`src/rtl/mem_wb_stage_if.sv`:
```
// MEM/WB stage bus: upstream slot, stage control and register-file write port.
// The memory stage drives the master side; mem_wb_stage uses the slave side.
interface mem_wb_stage_if;
    logic        stall;
    logic        flush;
    logic        in_valid;
    logic        in_reg_write;
    logic [3:0]  in_dst_reg;
    logic [1:0]  in_wb_sel;
    logic [15:0] in_alu_result;
    logic [15:0] in_mem_data;
    logic [15:0] in_pc_next;
    logic        in_halt;
    logic        WriteReg;
    logic [3:0]  DstReg;
    logic [15:0] DstData;
    logic        wb_valid;
    logic        halted;
    logic [15:0] retire_count;

    modport slave (
        input  stall, flush, in_valid, in_reg_write, in_dst_reg, in_wb_sel,
               in_alu_result, in_mem_data, in_pc_next, in_halt,
        output WriteReg, DstReg, DstData, wb_valid, halted, retire_count
    );

    modport master (
        output stall, flush, in_valid, in_reg_write, in_dst_reg, in_wb_sel,
               in_alu_result, in_mem_data, in_pc_next, in_halt,
        input  WriteReg, DstReg, DstData, wb_valid, halted, retire_count
    );
endinterface

```
`src/rtl/mem_wb_stage.sv`:
```
// MEM/WB pipeline register and writeback selector for the 16-bit CPU.
// Captures memory-stage results, drives the register-file write port,
// freezes retirement once HLT reaches writeback (sticky until reset).
// Optional feature macro: MEMWB_RETIRE_CNT_EN enables a saturating
// retired-instruction counter; when undefined retire_count is tied to zero.
module mem_wb_stage (
    input  logic           clk,
    input  logic           rst,
    mem_wb_stage_if.slave  bus
);

    logic        r_valid;
    logic        r_reg_write;
    logic        r_halt;
    logic        r_halted;
    logic [3:0]  r_dst;
    logic [1:0]  r_sel;
    logic [15:0] r_alu;
    logic [15:0] r_mem;
    logic [15:0] r_pc;

    logic        w_ld;
    logic        w_retire;
    logic        w_halt_load;

    // Writeback source select; code 11 deliberately yields zero.
    function automatic logic [15:0] wb_mux(
        input logic [1:0]  sel,
        input logic [15:0] alu,
        input logic [15:0] mem,
        input logic [15:0] pc
    );
        logic [15:0] res;
        case (sel)
            2'b00:   res = alu;
            2'b01:   res = mem;
            2'b10:   res = pc;
            default: res = 16'h0000;
        endcase
        return res;
    endfunction

    // A frozen (halted) stage never loads again, so halted gates the load.
    assign w_ld        = ~bus.stall & ~r_halted;
    assign w_retire    = w_ld & ~bus.flush & bus.in_valid;
    assign w_halt_load = w_retire & bus.in_halt;

    // Stage register: halted hold > flush bubble > load > stall hold.
    always_ff @(posedge clk or negedge rst) begin
        if (!rst) begin
            r_valid     <= 1'b0;
            r_reg_write <= 1'b0;
            r_halt      <= 1'b0;
            r_dst       <= 4'h0;
            r_sel       <= 2'b00;
            r_alu       <= 16'h0000;
            r_mem       <= 16'h0000;
            r_pc        <= 16'h0000;
        end else if (r_halted) begin
            r_valid     <= r_valid;
            r_reg_write <= r_reg_write;
            r_halt      <= r_halt;
        end else if (bus.flush) begin
            // Data fields are don't-care in a bubble; keep them to save toggles.
            r_valid     <= 1'b0;
            r_reg_write <= 1'b0;
            r_halt      <= 1'b0;
        end else if (w_ld) begin
            r_valid     <= bus.in_valid;
            r_reg_write <= bus.in_reg_write;
            r_halt      <= bus.in_halt;
            r_dst       <= bus.in_dst_reg;
            r_sel       <= bus.in_wb_sel;
            r_alu       <= bus.in_alu_result;
            r_mem       <= bus.in_mem_data;
            r_pc        <= bus.in_pc_next;
        end else begin
            r_valid     <= r_valid;
            r_reg_write <= r_reg_write;
            r_halt      <= r_halt;
        end
    end

    // Sticky halt flag: set when a valid HLT is captured, cleared only by reset.
    always_ff @(posedge clk or negedge rst) begin
        if (!rst) begin
            r_halted <= 1'b0;
        end else if (w_halt_load) begin
            r_halted <= 1'b1;
        end else begin
            r_halted <= r_halted;
        end
    end

`ifdef MEMWB_RETIRE_CNT_EN
    logic [15:0] r_retire_cnt;

    // Saturating count of valid instructions captured (HLT included).
    always_ff @(posedge clk or negedge rst) begin
        if (!rst) begin
            r_retire_cnt <= 16'h0000;
        end else if (w_retire && (r_retire_cnt != 16'hFFFF)) begin
            r_retire_cnt <= r_retire_cnt + 16'h0001;
        end else begin
            r_retire_cnt <= r_retire_cnt;
        end
    end

    assign bus.retire_count = r_retire_cnt;
`else
    assign bus.retire_count = 16'h0000;
`endif

    // HLT never writes; a held (stalled) instruction keeps rewriting its value.
    assign bus.WriteReg = r_valid & r_reg_write & ~r_halt;
    assign bus.DstReg   = r_dst;
    assign bus.DstData  = wb_mux(r_sel, r_alu, r_mem, r_pc);
    assign bus.wb_valid = r_valid;
    assign bus.halted   = r_halted;

endmodule

```
`src/flat_wrapper.sv`:
```
// flat-port wrapper written by rule: the top's interface ports become plain ports
module mem_wb_stage_flat 
  (clk, rst, bus_stall, bus_flush, bus_in_valid, bus_in_reg_write, bus_in_dst_reg, bus_in_wb_sel, bus_in_alu_result, bus_in_mem_data, bus_in_pc_next, bus_in_halt, bus_WriteReg, bus_DstReg, bus_DstData, bus_wb_valid, bus_halted, bus_retire_count);
  mem_wb_stage_if bus_i ();
  input  logic clk;
  input  logic rst;
  input wire logic [$bits(bus_i.stall)-1:0] bus_stall;
  input wire logic [$bits(bus_i.flush)-1:0] bus_flush;
  input wire logic [$bits(bus_i.in_valid)-1:0] bus_in_valid;
  input wire logic [$bits(bus_i.in_reg_write)-1:0] bus_in_reg_write;
  input wire logic [$bits(bus_i.in_dst_reg)-1:0] bus_in_dst_reg;
  input wire logic [$bits(bus_i.in_wb_sel)-1:0] bus_in_wb_sel;
  input wire logic [$bits(bus_i.in_alu_result)-1:0] bus_in_alu_result;
  input wire logic [$bits(bus_i.in_mem_data)-1:0] bus_in_mem_data;
  input wire logic [$bits(bus_i.in_pc_next)-1:0] bus_in_pc_next;
  input wire logic [$bits(bus_i.in_halt)-1:0] bus_in_halt;
  output wire logic [$bits(bus_i.WriteReg)-1:0] bus_WriteReg;
  output wire logic [$bits(bus_i.DstReg)-1:0] bus_DstReg;
  output wire logic [$bits(bus_i.DstData)-1:0] bus_DstData;
  output wire logic [$bits(bus_i.wb_valid)-1:0] bus_wb_valid;
  output wire logic [$bits(bus_i.halted)-1:0] bus_halted;
  output wire logic [$bits(bus_i.retire_count)-1:0] bus_retire_count;
  assign bus_i.stall = bus_stall;
  assign bus_i.flush = bus_flush;
  assign bus_i.in_valid = bus_in_valid;
  assign bus_i.in_reg_write = bus_in_reg_write;
  assign bus_i.in_dst_reg = bus_in_dst_reg;
  assign bus_i.in_wb_sel = bus_in_wb_sel;
  assign bus_i.in_alu_result = bus_in_alu_result;
  assign bus_i.in_mem_data = bus_in_mem_data;
  assign bus_i.in_pc_next = bus_in_pc_next;
  assign bus_i.in_halt = bus_in_halt;
  assign bus_WriteReg = bus_i.WriteReg;
  assign bus_DstReg = bus_i.DstReg;
  assign bus_DstData = bus_i.DstData;
  assign bus_wb_valid = bus_i.wb_valid;
  assign bus_halted = bus_i.halted;
  assign bus_retire_count = bus_i.retire_count;
  mem_wb_stage u_core (.clk(clk), .rst(rst), .bus(bus_i));
endmodule
```
`config.mk`:
```
export PLATFORM = sky130hd
export DESIGN_NAME = mem_wb_stage_flat
export DESIGN_NICKNAME = d
export VERILOG_FILES = /design/src/rtl/mem_wb_stage_if.sv /design/src/rtl/mem_wb_stage.sv /design/src/flat_wrapper.sv
export SDC_FILE = /design/constraint.sdc
export NUM_CORES = 1
export LEC_CHECK = 0
export CAP_MARGIN = 20
export CORE_MARGIN = 4
export CORE_UTILIZATION = 44
export DETAILED_ROUTE_END_ITERATION = 12
export PLACE_DENSITY = 0.85
export SLEW_MARGIN = 20
export SYNTH_ARGS = -nofsm -noshare
export SYNTH_HDL_FRONTEND = slang
export SYNTH_SLANG_ARGS = --single-unit
```
`constraint.sdc`:
```
create_clock -name clk -period 1.9 [get_ports clk]
set_input_delay 0.38 -clock clk [delete_from_list [all_inputs] [get_ports clk]]
set_output_delay 0.38 -clock clk [all_outputs]
set_load 0.02 [all_outputs]
```
==> impl_metrics.sql <==
INSERT INTO impl_metrics (metric_group, metric, value, unit) VALUES
('outcome', 'run_status', 'finished clean', ''),
('setup_path', 'crit_arrival', '1480', 'ps'),
('setup_path', 'worstSetupStartpoint', 'u_core.r_sel[0]', ''),
('finish', 'drive_gt1_share', '32.4', '%'),
('clock_network', 'cts.hold.buffers_added', '0', ''),
('floorplan', 'core_area', '5960', 'um^2'),
('clock_network', 'cts_tree', 'built', ''),
('setup_path', 'worstRegToRegCells', '3', ''),
('run', 'cap_violations', '0', ''),
('clock_network', 'cts-root-buf', 'sky130_fd_sc_hd__clkbuf_8', ''),
('clock_network', 'clock_latency', '330', 'ps'),
('setup_path', 'worst-setup-path-type', 'reg -> out', ''),
('clock_network', 'clkSinkCount', '58', ''),
('finish', 'area_of_all_placed_cells_without_fillers', '3730', 'um^2'),
('detailed_routing', 'drt_drc_violations_left', '0', ''),
('floorplan', 'floorplan.initialDensity', '45.4', '%'),
('setup_path', 'r2r-end', 'u_core.r_alu[4]', ''),
('placed_design', 'post_dp_cell_area', '3570', 'um^2'),
('finish', 'synthToLayoutAreaGrowth', '38.1', '%'),
('sta', 'finalSetupViolations', '0', ''),
('pwr', 'power.static_leakage', '1.59', 'nW'),
('sta', 'share_of_the_clock_period_used_by_the_worst_path', '98.0', '%'),
('placed_design', 'place.gp.congestion', '0.687', ''),
('clock_network', 'clockBufferDepth', '2', ''),
('detailed_routing', 'ant_nets', '0', ''),
('sta', 'fmax', '0.537', 'GHz'),
('placed_design', 'port_buffers', '83', ''),
('global_route', 'first_pass_grt_wire_length', '9.40', 'mm'),
('floorplan', 'full_die_area', '7460', 'um^2'),
('floorplan', 'floorplan.rows', '28', ''),
('detailed_routing', 'drt-pass1-iter-count', '4', ''),
('setup_path', 'timing.critical_path.fanout_max', '9', ''),
('setup_path', 'setup.worst_path.end_class', 'output port', ''),
('floorplan', 'fp.dieW', '86.4', 'um'),
('setup_path', 'cp.required', '1520', 'ps'),
('sta', 'final.setup_skew', '5.54', 'ps'),
('global_route', 'grt_start_max_net_pins', '59', ''),
('clock_network', 'clock_tree.htree_level_count', '3', ''),
('global_route', 'first_global_vias', '1935', ''),
('global_route', 'grt_use_total', '16.6', '%'),
('setup_path', 'endpoint', 'bus_DstData[11]', ''),
('sta', 'final-max-slew-violation-count', '0', ''),
('sta', 'finalCriticalPeriod', '1860', 'ps'),
('detailed_routing', 'via_count', '1773', ''),
('yosys', 'post_synth_inst_count', '191', ''),
('detailed_routing', 'post_detailed_route_wirelength_per_cell', '15.7', 'um'),
('global_route', 'number_of_antenna_violations_at_the_first_check_in_global_routing', '0', ''),
('yosys', 'synth.yosys.seq_area_share', '53.7', '%'),
('finish', 'final_core_utilization', '62.6', '%'),
('setup_path', 'setup.worst_path.start_class', 'register', ''),
('finish', 'design.final.nets', '343', ''),
('yosys', 'syn-mean-instance-area', '14.1', 'um^2'),
('finish', 'mostFrequentLayoutCells', 'sky130_fd_sc_hd__clkdlybuf4s50_1 (64), sky130_fd_sc_hd__dfrtp_1 (58), sky130_fd_sc_hd__mux2_2 (48)', ''),
('yosys', 'synth_area', '2700', 'um^2'),
('setup_path', 'r2r_slack', '380', 'ps'),
('setup_path', 'r2r-start', 'u_core.bus.halted', ''),
('clock_network', 'cts_made_buffers', '9', ''),
('detailed_routing', 'drt-initial-drc-count', '80', ''),
('clock_network', 'path_clk_slew', '70', 'ps'),
('detailed_routing', 'wl', '5.68', 'mm'),
('yosys', 'number_of_synthesized_register_bits', '58', ''),
('detailed_routing', 'drt-vias-per-instance', '4.90', ''),
('pwr', 'cellPowerDensity', '1450', 'nW/um^2'),
('finish', 'diodes', '0', ''),
('floorplan', 'die_y', '86.4', 'um'),
('yosys', 'synth_warnings', '0', ''),
('clock_network', 'cts_post_setup_buffers_inserted', '0', ''),
('placed_design', 'post-dp-hpwl', '4.07', 'mm'),
('sta', 'setup_repair_after_global_routing_missed_its_margin', 'yes', ''),
('hold_path', 'min_path_type', 'in -> async', ''),
('finish', 'layout_commonest_cell', 'sky130_fd_sc_hd__clkdlybuf4s50_1', ''),
('sta', 'hold_violations', '0', ''),
('yosys', 'synth_cell_type_count', '20', ''),
('global_route', 'globalRoute.totalOverflow', '0', ''),
('pwr', 'power.ir.vdd_worst', '0.955', 'mV'),
('floorplan', 'design.portCount', '100', '');
==> logic make-up (layout without fill, tap and decap cells) <==
group | after synthesis | count (layout) | share of synthesized area (%)
buf+inv | 28 | 109 | 7.97
mux | 70 | 70 | 28.4
simple gates | 16 | 16 | 3.94
other cells | 1 | 16 | 0.139
compound gates | 18 | 18 | 5.79
flops | 58 | 58 | 53.7
==> metrics by stage <==
stage | setup TNS (ps) | worst slack [ps] | power, W | std cells | hold WS, ps
final | 0 | 38.4 | 0.00541 | 362 | 42.6
after global routing | -279 | -68.3 | 0.00578 | 362 | 52.7
after CTS | 0 | 1.20 | 0.00559 | 362 | 41.7
after detailed placement | 0 | 23.1 | 0.00454 | 346 | 409
after global placement | 0 | 46.3 | 0.00446 | 346 | 407
after floorplan | 0 | 222 | 0.00348 | 206 | 84.4
==> cell usage after synthesis, drive strengths merged <==
master	count	share of area, %
conb	1	0.14
o311ai	1	0.32
o21bai	1	0.28
nor3	1	0.60
nand3	2	0.37
dfrtp	58	54
nor2	1	0.14
nor2b	1	0.23
nand3b	3	0.83
or4b	2	0.74
buf	26	7.7
nand2	4	0.56
nand2b	2	0.46
mux2i	16	5.9
clkbuf	2	0.28
o2bb2ai	16	5.2
mux2	54	23
==> state kept, by name, summed over array words and instances, names as in the netlist <==
signal / count
u_core.bus.DstReg: 4
u_core.r_sel: 2
u_core.r_pc: 16
u_core.r_mem: 16
u_core.r_alu: 16
u_core.bus.halted: 1
u_core.bus.wb_valid: 1
u_core.r_reg_write: 1
u_core.r_halt: 1
==> per-layer routing <==
layer | GRT usage [%] | wire length (um) | part of all wire, % | vias up
met5 | 0 | 0 | 0 | -
met4 | 7.51 | 91 | 1.6 | 0
met3 | 5.04 | 434 | 7.6 | 8
met2 | 27.1 | 2780 | 49 | 61
met1 | 20.2 | 2380 | 42 | 870
li1 | - | - | - | 834
==> power by group <==
| part | internal (W) | leakage (nW) | total, W | switching, W |
|---|---|---|---|---|
| combinational | 0.00114 | 0.812 | 0.00221 | 0.00108 |
| clock | 0.000651 | 0.106 | 0.00111 | 0.000464 |
| sequential | 0.00178 | 0.671 | 0.00208 | 0.000294 |
| total | 0.00357 | 1.59 | 0.00541 | 0.00184 |
==> final cells by class <==
| class | instances | area (um^2) |
|---|---|---|
| multi-input cells | 120 | 1090 |
| repair buffers | 93 | 893 |
| clock buffers | 15 | 196 |
| well taps | 75 | 93.8 |
| flip-flops and latches | 58 | 1450 |
| clock inverters | 1 | 5.00 |
| fillers | 503 | 2220 |
==> worst max-delay path, cell delays in order, from the launching register on <==
cell and delay (ps):
sky130_fd_sc_hd__dfrtp_1 360, sky130_fd_sc_hd__buf_4 210, sky130_fd_sc_hd__mux2i_1 230, sky130_fd_sc_hd__o2bb2ai_1 90
sky130_fd_sc_hd__clkdlybuf4s15_2 250
==> worst min-delay path by stage <==
stage / endpoint / cells past startpoint
after floorplan: u_core.bus.DstReg[0] / 0
after global routing: u_core.r_pc[6] / 2
after global placement: u_core.r_pc[9] / 2
after detailed placement: u_core.r_pc[11] / 2
after CTS: u_core.r_pc[6] / 2
final: u_core.r_alu[11] / 2
==> repair_timing <==
action                                  in CTS  in global routing
gates cloned                                 0                  0
endpoints found under the setup margin      18                 16
resized for setup                           49                 10
(Power assumes the default switching activity.)
==> edit, RTL diff (same flow settings) <==
Add a define of `MEMWB_RETIRE_CNT_EN`.
--- a/src/rtl/mem_wb_stage.sv
+++ b/src/rtl/mem_wb_stage.sv
@@ -4,4 +4,6 @@
 // Optional feature macro: MEMWB_RETIRE_CNT_EN enables a saturating
 // retired-instruction counter; when undefined retire_count is tied to zero.
+`define MEMWB_RETIRE_CNT_EN
+
 module mem_wb_stage (
     input  logic           clk,
Behaviour: not the same (Yosys sat finds a counterexample within 4 cycles, from zero or initial values and one cycle with rst low).
==> edit against the unedited design <==
- area after synthesis increased by 22%
- largest cell class unchanged
- setup slack lost 0.024 ns
- largest power group unchanged
- die area is 19% higher
- design area rose by 28%
- sequential share of layout area about the same
- non-clock buffer count rose by 23
- total power grew 28%
- sequential cell count is 16 higher
- routed wire length is 36% higher
==> edit: results (changes against the unedited design) <==
Outcome
  • Status: complete, no violations

Global routing
  • Routing usage on met2: 29.8% (+2.7 points)
  • Vias in the first global route: 2591 (+34%)
  • Met3 Track Usage GR: 5.10% (+0.062 points)
  • Global routing usage on met1: 23.7% (+3.5 points)
  • First-pass GRT wire length: 12600 um (+34%)
  • GRT Total Usage: 18.3% (+1.7 points)
  • Largest net degree at the start of global routing: 55 (-6.8%)

Place
  • Placed cell count: 459 (+33%)
  • DPL Wire Length: 5530 um (+36%)
  • PortBufs: 99 (+19%)
  • Dpl cell area: 4540 um^2 (+27%)
  • Place WS: -0.470 ns (-0.493 ns)
  • Global placement routability congestion: 0.831 (+21%)

Floorplan
  • Die width: 94.4 um (+9.3%)

STA
  • Hold_ws: 0.491 ns (+0.448 ns)
  • Setup Skew: 0.0110 ns (+0.00542 ns)

Final layout
  • Layout fillers: 557 (+11%)
  • Finished Layout Cells: 476 (+31%)
  • Layout non-clock buf frac: 22.7% (-1.2 points)
  • Storage element area: 1860 um^2 (+28%)
  • Final Net Count: 434 (+27%)
  • Inverters excl. clock: 2 (+2)
  • Non-clk bufs: 116 (+25%)
  • #MultiIn Comb: 169 (+41%)
  • Share of post-route cells with drive strength above 1: 32.4% (-0.043 points)
  • Clock-cell share: 5.42% (+0.025 points)
  • Layout area overhead: 45.4%
  • Area of the multi-input gates: 1440 um^2 (+32%)
  • Clk_buf instances: 11 (-4)

Logic synthesis
  • Commonest cells post-synth: dfrtp_1, mux2_2, nand2_1
  • Yosys warning total: 0 (unchanged)
  • Top post-synthesis cells by area: dfrtp_1, mux2_2, mux2i_1
  • Number of distinct library cells after synthesis: 28 (+40%)
  • Post-synthesis sequential area ratio: 56.4% (+2.7 points)
  • Cells after synthesis: 256 (+34%)

Routing
  • Post-Route M1 WL: 3330 um (+40%)
  • Drt wl/cell: 16.2 um (+3.3%)
  • Via Count: 2423 (+37%)
  • 1st-iter DRT viols: 62 (-23%)
  • WL met3: 595 um (+37%)

Clocking
  • Resized cells post-CTS: 77 (+57%)
  • Clock tree sinks: 74 (+28%)
  • # hold bufs at CTS: 1 (+1)
  • CTS Buffer Depth: 2 (unchanged)

Worst setup path
  • Crit-path leading delay family: simple AND/OR/NAND/NOR gates
  • Worst-path maximum fanout: 5 (-4)
  • Slowest cell delay on critical path: 0.53 ns (+0.17 ns)
  • Worst R2R End: u_core.bus.retire_count[15]
  • Reg-to-reg setup timing slack: 0.01 ns (-0.37 ns)
  • Crit-path slowest cell: or4b_4
  • R2R cell count: 4 (+1)

Power and ir drop
  • Clk pwr: 1.53 mW (+38%)
  • Tot Pwr: 6.93 mW (+28%)
  • Seq group: 2.64 mW (+27%)
  • Int Power: 4.59 mW (+29%)
  • Leak Pwr: 2.06 nW (+30%)

Min path
  • Worst min path class: in2reg
## edit: cell types whose count changed after synthesis, sizes merged, moves of 8 or more
cell and delta:
nand2 +21, o2bb2ai -16, xor2 +12, o21ai +19, nor3 +9, buf -25, dfrtp +16, clkbuf +8
## edit: how the worst max path moves through the flow
stage / start / endpoint / slack [ns] / cells past startpoint
detailed placement: bus_flush / u_core.bus.retire_count[11] / -0.47 / 5
global route: u_core.bus.halted / u_core.bus.retire_count[15] / -0.04 / 4
global placement: bus_stall / u_core.bus.retire_count[11] / -0.41 / 5
CTS: u_core.bus.halted / u_core.bus.retire_count[15] / -0.05 / 4
finish: u_core.bus.halted / u_core.bus.retire_count[15] / 0.01 / 4
floorplan: u_core.bus.halted / u_core.bus.retire_count[15] / -0.07 / 5
## edit: logic make-up after synthesis
logic type	share of synthesized area, %
buffers and inverters	1.52
AND/OR/NAND/NOR	10.1
multiplexers	23.7
adder cells (fa/ha/maj)	0.381
XOR/XNOR	3.73
AO/OA/AOI/OAI	4.08
flip-flops	56.4
